<file path="config.mk">
export PLATFORM = sky130hd
export DESIGN_NAME = i2c_reg_xfer_ctrl
export DESIGN_NICKNAME = d
export VERILOG_FILES = /design/src/rtl/i2c_reg_xfer_ctrl.sv
export SDC_FILE = /design/constraint.sdc
export NUM_CORES = 1
export LEC_CHECK = 0
export ABC_AREA = 1
export ABC_CLOCK_PERIOD_IN_PS = 2800
export BUFFER_PORTS_ARGS = -buffer_cell sky130_fd_sc_hd__buf_4
export CORE_AREA = 2 2 135 137
export CTS_BUF_LIST = sky130_fd_sc_hd__clkbuf_16
export CTS_CLUSTER_DIAMETER = 30
export DETAILED_ROUTE_END_ITERATION = 7
export DIE_AREA = 0 0 137 139
export PLACE_DENSITY = 0.6
export SYNTH_ARGS = -nofsm -noshare
export SYNTH_HDL_FRONTEND = slang
export SYNTH_SLANG_ARGS = --single-unit
</file>
<file path="constraint.sdc">
create_clock -name clk_i -period 2.8 [get_ports clk_i]
set_input_delay 0.56 -clock clk_i [delete_from_list [all_inputs] [get_ports clk_i]]
set_output_delay 0.56 -clock clk_i [all_outputs]
set_load 0.01 [all_outputs]
</file>
<file path="src/rtl/i2c_reg_xfer_ctrl.sv">
`default_nettype none
// ============================================================================
//  Module   : i2c_reg_xfer_ctrl
//  Brief    : Register-access transaction sequencer driving an I2C byte
//             controller (START/addr/reg/data/repeated START/STOP).
//  Revision : 1.0 - initial release
// ============================================================================
module i2c_reg_xfer_ctrl #(
    parameter  int MAX_BYTES = 4,
    localparam int LEN_W     = $clog2(MAX_BYTES + 1)
) (
    input  logic                   clk_i,
    input  logic                   rstn_i,
    input  logic                   cmd_valid_i,
    output logic                   cmd_ready_o,
    input  logic                   cmd_rw_i,
    input  logic [6:0]             cmd_dev_addr_i,
    input  logic [7:0]             cmd_reg_addr_i,
    input  logic [LEN_W-1:0]       cmd_len_i,
    input  logic [8*MAX_BYTES-1:0] cmd_wdata_i,
    output logic                   rsp_valid_o,
    input  logic                   rsp_ready_i,
    output logic [8*MAX_BYTES-1:0] rsp_rdata_o,
    output logic [1:0]             rsp_err_o,
    output logic                   busy_o,
    output logic                   start_o,
    output logic                   stop_o,
    output logic                   read_o,
    output logic                   write_o,
    output logic                   ack_in_o,
    output logic [7:0]             din_o,
    input  logic                   cmd_ack_i,
    input  logic                   ack_out_i,
    input  logic [7:0]             dout_i,
    input  logic                   i2c_al_i
);

    typedef enum logic [2:0] {
        S_IDLE  = 3'd0,
        S_DEV_W = 3'd1,
        S_REG   = 3'd2,
        S_WDATA = 3'd3,
        S_DEV_R = 3'd4,
        S_RDATA = 3'd5,
        S_STOP  = 3'd6,
        S_RESP  = 3'd7
    } state_t;

    state_t                 r_state, w_state_nxt;
    logic                   r_gap, w_gap_nxt;
    logic                   r_rw, w_rw_nxt;
    logic [6:0]             r_dev, w_dev_nxt;
    logic [7:0]             r_reg, w_reg_nxt;
    logic [LEN_W-1:0]       r_len, w_len_nxt;
    logic [LEN_W-1:0]       r_idx, w_idx_nxt;
    logic [8*MAX_BYTES-1:0] r_wdata, w_wdata_nxt;
    logic [8*MAX_BYTES-1:0] r_rdata, w_rdata_nxt;
    logic [1:0]             r_err, w_err_nxt;
    logic                   r_start, w_start_nxt;
    logic                   r_stop, w_stop_nxt;
    logic                   r_read, w_read_nxt;
    logic                   r_write, w_write_nxt;
    logic                   r_ack_in, w_ack_in_nxt;
    logic [7:0]             r_din, w_din_nxt;
    logic                   r_rsp_valid, w_rsp_valid_nxt;
    logic                   r_busy, w_busy_nxt;
    logic                   r_ready, w_ready_nxt;
    logic [7:0]             w_wbyte;
    logic                   w_last;
    logic                   w_wr_state;
    logic                   w_accept;

    assign w_accept = cmd_valid_i & r_ready;

    always_comb begin
        w_state_nxt  = r_state;
        w_gap_nxt    = r_gap;
        w_rw_nxt     = r_rw;
        w_dev_nxt    = r_dev;
        w_reg_nxt    = r_reg;
        w_len_nxt    = r_len;
        w_idx_nxt    = r_idx;
        w_wdata_nxt  = r_wdata;
        w_rdata_nxt  = r_rdata;
        w_err_nxt    = r_err;
        w_start_nxt  = r_start;
        w_stop_nxt   = r_stop;
        w_read_nxt   = r_read;
        w_write_nxt  = r_write;
        w_ack_in_nxt = r_ack_in;
        w_din_nxt    = r_din;
        w_wbyte      = 8'h00;
        for (int i = 0; i < MAX_BYTES; i++) begin
            if (r_idx == LEN_W'(i)) begin
                w_wbyte = r_wdata[i*8 +: 8];
            end
        end
        w_last     = (r_idx == r_len - LEN_W'(1));
        w_wr_state = (r_state == S_DEV_W) || (r_state == S_REG) ||
                     (r_state == S_WDATA) || (r_state == S_DEV_R);

        case (r_state)
            S_IDLE: begin
                if (w_accept) begin
                    w_rw_nxt    = cmd_rw_i;
                    w_dev_nxt   = cmd_dev_addr_i;
                    w_reg_nxt   = cmd_reg_addr_i;
                    w_len_nxt   = cmd_len_i;
                    w_wdata_nxt = cmd_wdata_i;
                    w_rdata_nxt = '0;
                    w_err_nxt   = 2'b00;
                    w_idx_nxt   = '0;
                    w_gap_nxt   = 1'b0;
                    if ((cmd_len_i > LEN_W'(MAX_BYTES)) || (cmd_rw_i && (cmd_len_i == '0))) begin
                        w_err_nxt   = 2'b11;
                        w_state_nxt = S_RESP;
                    end else begin
                        w_state_nxt = S_DEV_W;
                        w_start_nxt = 1'b1;
                        w_write_nxt = 1'b1;
                        w_din_nxt   = {cmd_dev_addr_i, 1'b0};
                    end
                end
            end
            S_RESP: begin
                if (rsp_ready_i) begin
                    w_state_nxt = S_IDLE;
                end
            end
            default: begin
                // Arbitration loss wins over a coincident cmd_ack; the bus is gone, so no STOP.
                if (i2c_al_i) begin
                    w_start_nxt  = 1'b0;
                    w_stop_nxt   = 1'b0;
                    w_read_nxt   = 1'b0;
                    w_write_nxt  = 1'b0;
                    w_ack_in_nxt = 1'b0;
                    w_gap_nxt    = 1'b0;
                    w_err_nxt    = 2'b10;
                    w_state_nxt  = S_RESP;
                end else if (r_gap) begin
                    w_gap_nxt = 1'b0;
                    case (r_state)
                        S_REG: begin
                            w_write_nxt = 1'b1;
                            w_din_nxt   = r_reg;
                        end
                        S_WDATA: begin
                            w_write_nxt = 1'b1;
                            w_din_nxt   = w_wbyte;
                        end
                        S_DEV_R: begin
                            w_start_nxt = 1'b1;
                            w_write_nxt = 1'b1;
                            w_din_nxt   = {r_dev, 1'b1};
                        end
                        S_RDATA: begin
                            w_read_nxt   = 1'b1;
                            w_ack_in_nxt = w_last;
                        end
                        S_STOP: begin
                            w_stop_nxt = 1'b1;
                        end
                        default: ;
                    endcase
                end else if (cmd_ack_i) begin
                    w_start_nxt  = 1'b0;
                    w_stop_nxt   = 1'b0;
                    w_read_nxt   = 1'b0;
                    w_write_nxt  = 1'b0;
                    w_ack_in_nxt = 1'b0;
                    w_gap_nxt    = 1'b1;
                    if (w_wr_state && ack_out_i) begin
                        w_err_nxt   = 2'b01;
                        w_state_nxt = S_STOP;
                    end else begin
                        case (r_state)
                            S_DEV_W: w_state_nxt = S_REG;
                            S_REG: begin
                                w_idx_nxt = '0;
                                if (r_rw) begin
                                    w_state_nxt = S_DEV_R;
                                end else if (r_len == '0) begin
                                    w_state_nxt = S_STOP;
                                end else begin
                                    w_state_nxt = S_WDATA;
                                end
                            end
                            S_WDATA: begin
                                if (w_last) begin
                                    w_state_nxt = S_STOP;
                                end else begin
                                    w_idx_nxt = r_idx + LEN_W'(1);
                                end
                            end
                            S_DEV_R: begin
                                w_idx_nxt   = '0;
                                w_state_nxt = S_RDATA;
                            end
                            S_RDATA: begin
                                for (int i = 0; i < MAX_BYTES; i++) begin
                                    if (r_idx == LEN_W'(i)) begin
                                        w_rdata_nxt[i*8 +: 8] = dout_i;
                                    end
                                end
                                if (w_last) begin
                                    w_state_nxt = S_STOP;
                                end else begin
                                    w_idx_nxt = r_idx + LEN_W'(1);
                                end
                            end
                            S_STOP: begin
                                w_gap_nxt   = 1'b0;
                                w_state_nxt = S_RESP;
                            end
                            default: ;
                        endcase
                    end
                end
            end
        endcase

        w_rsp_valid_nxt = (w_state_nxt == S_RESP);
        w_busy_nxt      = (w_state_nxt != S_IDLE);
        w_ready_nxt     = (w_state_nxt == S_IDLE);
    end

    always_ff @(posedge clk_i or negedge rstn_i) begin
        if (!rstn_i) begin
            r_state     <= S_IDLE;
            r_gap       <= 1'b0;
            r_rw        <= 1'b0;
            r_dev       <= '0;
            r_reg       <= '0;
            r_len       <= '0;
            r_idx       <= '0;
            r_wdata     <= '0;
            r_rdata     <= '0;
            r_err       <= 2'b00;
            r_start     <= 1'b0;
            r_stop      <= 1'b0;
            r_read      <= 1'b0;
            r_write     <= 1'b0;
            r_ack_in    <= 1'b0;
            r_din       <= 8'h00;
            r_rsp_valid <= 1'b0;
            r_busy      <= 1'b0;
            r_ready     <= 1'b0;
        end else begin
            r_state     <= w_state_nxt;
            r_gap       <= w_gap_nxt;
            r_rw        <= w_rw_nxt;
            r_dev       <= w_dev_nxt;
            r_reg       <= w_reg_nxt;
            r_len       <= w_len_nxt;
            r_idx       <= w_idx_nxt;
            r_wdata     <= w_wdata_nxt;
            r_rdata     <= w_rdata_nxt;
            r_err       <= w_err_nxt;
            r_start     <= w_start_nxt;
            r_stop      <= w_stop_nxt;
            r_read      <= w_read_nxt;
            r_write     <= w_write_nxt;
            r_ack_in    <= w_ack_in_nxt;
            r_din       <= w_din_nxt;
            r_rsp_valid <= w_rsp_valid_nxt;
            r_busy      <= w_busy_nxt;
            r_ready     <= w_ready_nxt;
        end
    end

    assign cmd_ready_o = r_ready;
    assign rsp_valid_o = r_rsp_valid;
    assign rsp_rdata_o = r_rdata;
    assign rsp_err_o   = r_err;
    assign busy_o      = r_busy;
    assign start_o     = r_start;
    assign stop_o      = r_stop;
    assign read_o      = r_read;
    assign write_o     = r_write;
    assign ack_in_o    = r_ack_in;
    assign din_o       = r_din;

endmodule
`default_nettype wire
</file>
## Word level (Yosys, flattened, before mapping)

Cells that the tools add are included.

- Register bits after elaboration: 108
- Input port bits: 66
- Output and inout port bits: 50
- Logic and storage cells: 168

- $add $sub $neg: 2
- $lt $le $gt $ge: 1
- Eq/ne operators: 23
- Muxes and demuxes: 75
- Bitwise operators: 3
- Reductions and logical operators: 42

Operators by type and width:

| kind | number |
|---|---|
| two-way mux 32 bit | 6 |
| two-way mux 8 bit | 12 |
| case mux 32 bit (2 select lines) | 1 |
| two-way mux 3 bit | 16 |
| AND reduction 8 bit | 5 |
| two-way mux 1 bit | 24 |
| case mux 8 bit (3 select lines) | 1 |
| case mux 3 bit (2 select lines) | 3 |
| case mux 8 bit (2 select lines) | 1 |
| == test 3 bit, second input constant | 5 |
| zero test 3 bit | 5 |
| case mux 3 bit (5 select lines) | 1 |
| AND reduction 5 bit | 3 |
| nonzero test 3 bit | 5 |
| nonzero test 2 bit | 7 |
| == test 3 x 2 -> 1 bit, second input constant | 4 |
| two-way mux 2 bit | 6 |
| != test 3 x 2 -> 1 bit, second input constant | 4 |
| nonzero test 4 bit | 2 |
| == test 3 x 1 -> 1 bit, second input constant | 2 |
| != test 2 x 1 -> 1 bit, second input constant | 3 |
| case mux 1 bit (2 select lines) | 3 |
| AND reduction 3 bit | 2 |
| AND reduction 6 bit | 1 |
| other kinds (15) | 24 |

## Logic depth before layout (Yosys ltp)

- Word-level depth: 11
- Depth in mapped cells: 15

## Least setup slack after synthesis

Ideal clock, no wire load.

- Path kind: register to register
- Start: register r_state[0]
- End: register r_rdata[17], in the netlist rsp_rdata_o[17]
- Setup time: 0.126 ns
- Arrival: 1.704 ns
- Slack: 0.970 ns
- Cell stages (with the launch flop): 12
- Path buffers: 3
- Cell sequence: dfrtp_1 buf_2 nor2_4 nand2_4 inv_2 nand3_2 a21oi_2 o21ai_1 buf_4 a21oi_4 buf_6 o21ai_0

- Longest elaborated chain between the ends: 7

RTL lines:

| element | RTL line | source |
|---|---|---|
| start, declared | 49 | `state_t r_state, w_state_nxt;` |
| start signal, assigned | 250 | `r_state <= w_state_nxt;` |
| == test 3 x 1 -> 1 bit / == test 3 x 2 -> 1 bit (equally long branches) | 99 | `w_wr_state = (r_state == S_DEV_W) \|\| (r_state == S_REG) \|\|` |
| logical OR 1 bit (2 in a row) | 99 |  |
| logical OR 1 bit | 100 | `(r_state == S_WDATA) \|\| (r_state == S_DEV_R);` |
| logical AND 1 bit | 173 | `if (w_wr_state && ack_out_i) begin` |
| != test 2 x 1 -> 1 bit (no source line) | -- |  |
| AND reduction 8 bit (no source line) | -- |  |
| end signal, assigned | 258 | `r_rdata <= w_rdata_nxt;` |
| end, declared | 57 | `logic [8*MAX_BYTES-1:0] r_rdata, w_rdata_nxt;` |

Several ways; a longest one is shown, not always the timed one.
A chain may end at the register's enable or synchronous reset.

## Final worst setup path

- Start: register r_state[0]
- End: register r_rdata[28], in the netlist rsp_rdata_o[28]

The elaborated chain is that of the path after synthesis.

==> impl_results.md <==
- Run status: complete, no violations
- GPL Wtd Cong: 0.871
- Slew Limit Fails: 0
- CP Data Required Time: 3.02 ns
- Initial cell density of the core: 29.4%
- Setup TNS: 0 ns
- Combinational fraction of design power: 39.7%
- Vias per std cell: 4.55
- Most frequent cell after synthesis: nand2_1
- Post-Syn Nets: just under 700
- Flops & latches, synth: 108
- Buffers on Ports: 115
- # setup viols final: 0
- Max-slew headroom: between 50% and 60%
- Clock buffer depth: 2
- Area growth, synth to finish: 27.1%
- Minimum clock period: ~2.5 ns
- Worst vdd ir: 0.000408 V
- Share of the synthesized area in the top cell type: 52.0%
- Worst Max-Slew Pin Slew: roughly 0.65 ns
- Fillers: ~1800
- Crit path buf inv count: 1
- Total congestion overflow: 0
- Final hold slack: approximately 0.2 ns
- Clock share of power: 21.1%
- Row count: 49
- Netlist cell types: 28
- All-Layer GR Usage: 14.7%
- Drt drc: 0
- Routed wire per std cell: 14.2 µm
- Ys Warns: 0
- Critical path's slowest cell: dfrtp_1
- WS Path Type: flop to flop
- Crit path max-delay family: compound AO/OA/AOI/OAI gates
- Number of flops mapped to enable cells by yosys: 0
- Clk root buf: clkbuf_16
- Register area share after synthesis: 52.0%
- Main synth FF type: dfrtp_1
- Max_cap viols: 0
- Syn Area/Cell: 8.57 µm²
- Post-Route WL: 13500 µm
- CP startpoint kind: flop
- CTS Buf Count: 9
- Max Fanout on Critical Path: 17
- Netlist Area Pre-Place: 0.00519 mm²
- Hold Buf Count CTS: 0
- Vias: 4327
- # nets final: about 790
- Hold WC Path Type: input port to async pin
- Initial DRC count: 225
- Seq pwr share: 39.2%
- Total power: 6010 µW
- Cts repair resizes: 0
- Share of cells above drive strength 1: between 20% and 30%
- TritonCTS clock tree: yes
- Worst path max stage delay: 0.49 ns
- Routed Antenna Nets: 0
- Post-synthesis cell count: about 610
- Area of the die: approximately 0.019 mm²
- First-pass GRT wire length: 21700 µm
- Post-layout util: 37.4%
- Commonest cells post-synth: 156 x nand2_1, 108 x dfrtp_1, 69 x nor2_1
- Most frequent cell on the critical path: a21oi_2
- Leak: 0.00355 µW
- Arrival time worst endpoint: 2.71 ns
- Insertion delay to the later sink of the worst-skew pair: 0.37 ns
- Die Wd: roughly 140 µm
- RSZ-0062 raised after global routing: no
- Final Hold Fails: 0
- Int Pwr: 3650 µW
- Switching share of power: 39.2%
- CTS H-Tree Depth: 3
- Post-synth top area cell: dfrtp_1
- CP Cell Sequence: nor2_4, nand2_4, inv_2, nand3_2, a21oi_2, o21ai_1, a21oi_2, o21ai_0
- Clock tree sinks: 108
- Floorplan Core Area: roughly 0.018 mm²
- Ratio of final minimum period to clock period: between 80% and 90%
- Switch Pwr: around 2400 µW
- Setup repair bufs after CTS: 0
- Vias in the first global route: 4262
- DRT Pass-1 Iters: 5
- Post-synthesis async set-or-reset flop share: 100%
- Hpwl dp: 9870 µm
- CTS clock-pin slew for the worst setup and hold paths: 0.09 ns
- Pin count of the biggest net entering global routing: between 60 and 70
- Cell Pwr Density: 910 mW/mm²
- Max Fclk: 401 MHz
- Largest cells by area after synthesis: dfrtp_1 52%, nand2_1 11%, mux2_2 8.5%
- Clock Skews: 0.0120 ns
- Ports: 116
- Initial antenna violation count: 1
- Crit end category: flop
- Vert. Die Dim: 139 µm
layout make-up:
cell class                      instances  area, µm²  share of cell area (%)
Timing Repair Buffer                  120        926                    14.0
Sequential cell                       108       2700                    40.9
Tap cell                              229        287                    4.34
Multi-Input combinational cell        409       2140                    32.4
Clock inverter                          7       66.3                    1.00
Inverter                               68        255                    3.87
Antenna cell                            1       2.50                  0.0379
Clock buffer                            9        225                    3.41
cells in the final DEF, fill, tap and decap left out, types with 7 or more instances in the layout:
master     Yosys  layout
nand3_1       25      25
a21oi_1       29      29
dfrtp_1      108     108
inv_1         65      65
buf_4          1     118
ha_1           7       7
o211ai_1       9       9
nand2_1      156     156
mux2_2        39      39
nor2_1        69      69
o21ai_0       56      56
clkbuf_16      0       9
power by group through the flow:
stage | Sequential [µW] | Clock (µW) | Combinational [µW]
finish | 2360 | 1270 | 2390
CTS | 2360 | 1310 | 2420
global placement | 2380 | 0 | 2390
global route | 2410 | 1370 | 2720
floorplan | 2400 | 0 | 1450
detailed placement | 2390 | 0 | 2410
logic make-up (layout without fill, tap and decap cells):
group,count (synthesis),in the layout,share of synthesized area [%]
other,0,1,0
muxes,39,39,8.45
DFF,108,108,52.0
AOI/OAI and AO/OA,103,103,10.9
and+or+nand+nor,260,260,20.1
adders and majority gates,7,7,1.69
buffers and inverters,89,204,6.82
per-layer routing:
metal	vias to the layer above	track usage [%]	wire [µm]
met3	29	3.11	627
met4	0	6.62	434
met1	2010	19.6	6040
met2	110	22.7	6400
met5	-	0	0
li1	2178	-	-
metrics by stage:
stage / std cells / worst slack (ns) / cell area, µm²
after CTS: 950 / 0.299 / 6600
final: 951 / 0.309 / 6600
after floorplan: 606 / 0.970 / 5190
after global placement: 934 / 0.446 / 6310
after detailed placement: 934 / 0.307 / 6310
after global routing: 951 / 0.0561 / 6600
final timing paths:
path | start | to | slack [ns] | cells past startpoint
max in group asynchronous | rstn_i | rsp_rdata_o[9] | 1.85 | 2
setup / recovery | r_state[0] | rsp_rdata_o[28] | 0.31 | 8
setup reg to reg | r_state[0] | rsp_rdata_o[28] | 0.31 | 8
min in group clk_i | cmd_wdata_i[15] | r_wdata[15] | 0.43 | 2
hold / removal | rstn_i | rsp_rdata_o[30] | 0.20 | 1
hold reg to reg | din_o[6] | din_o[6] | 0.48 | 2
Note: power is estimated with default switching activity, not from simulation.
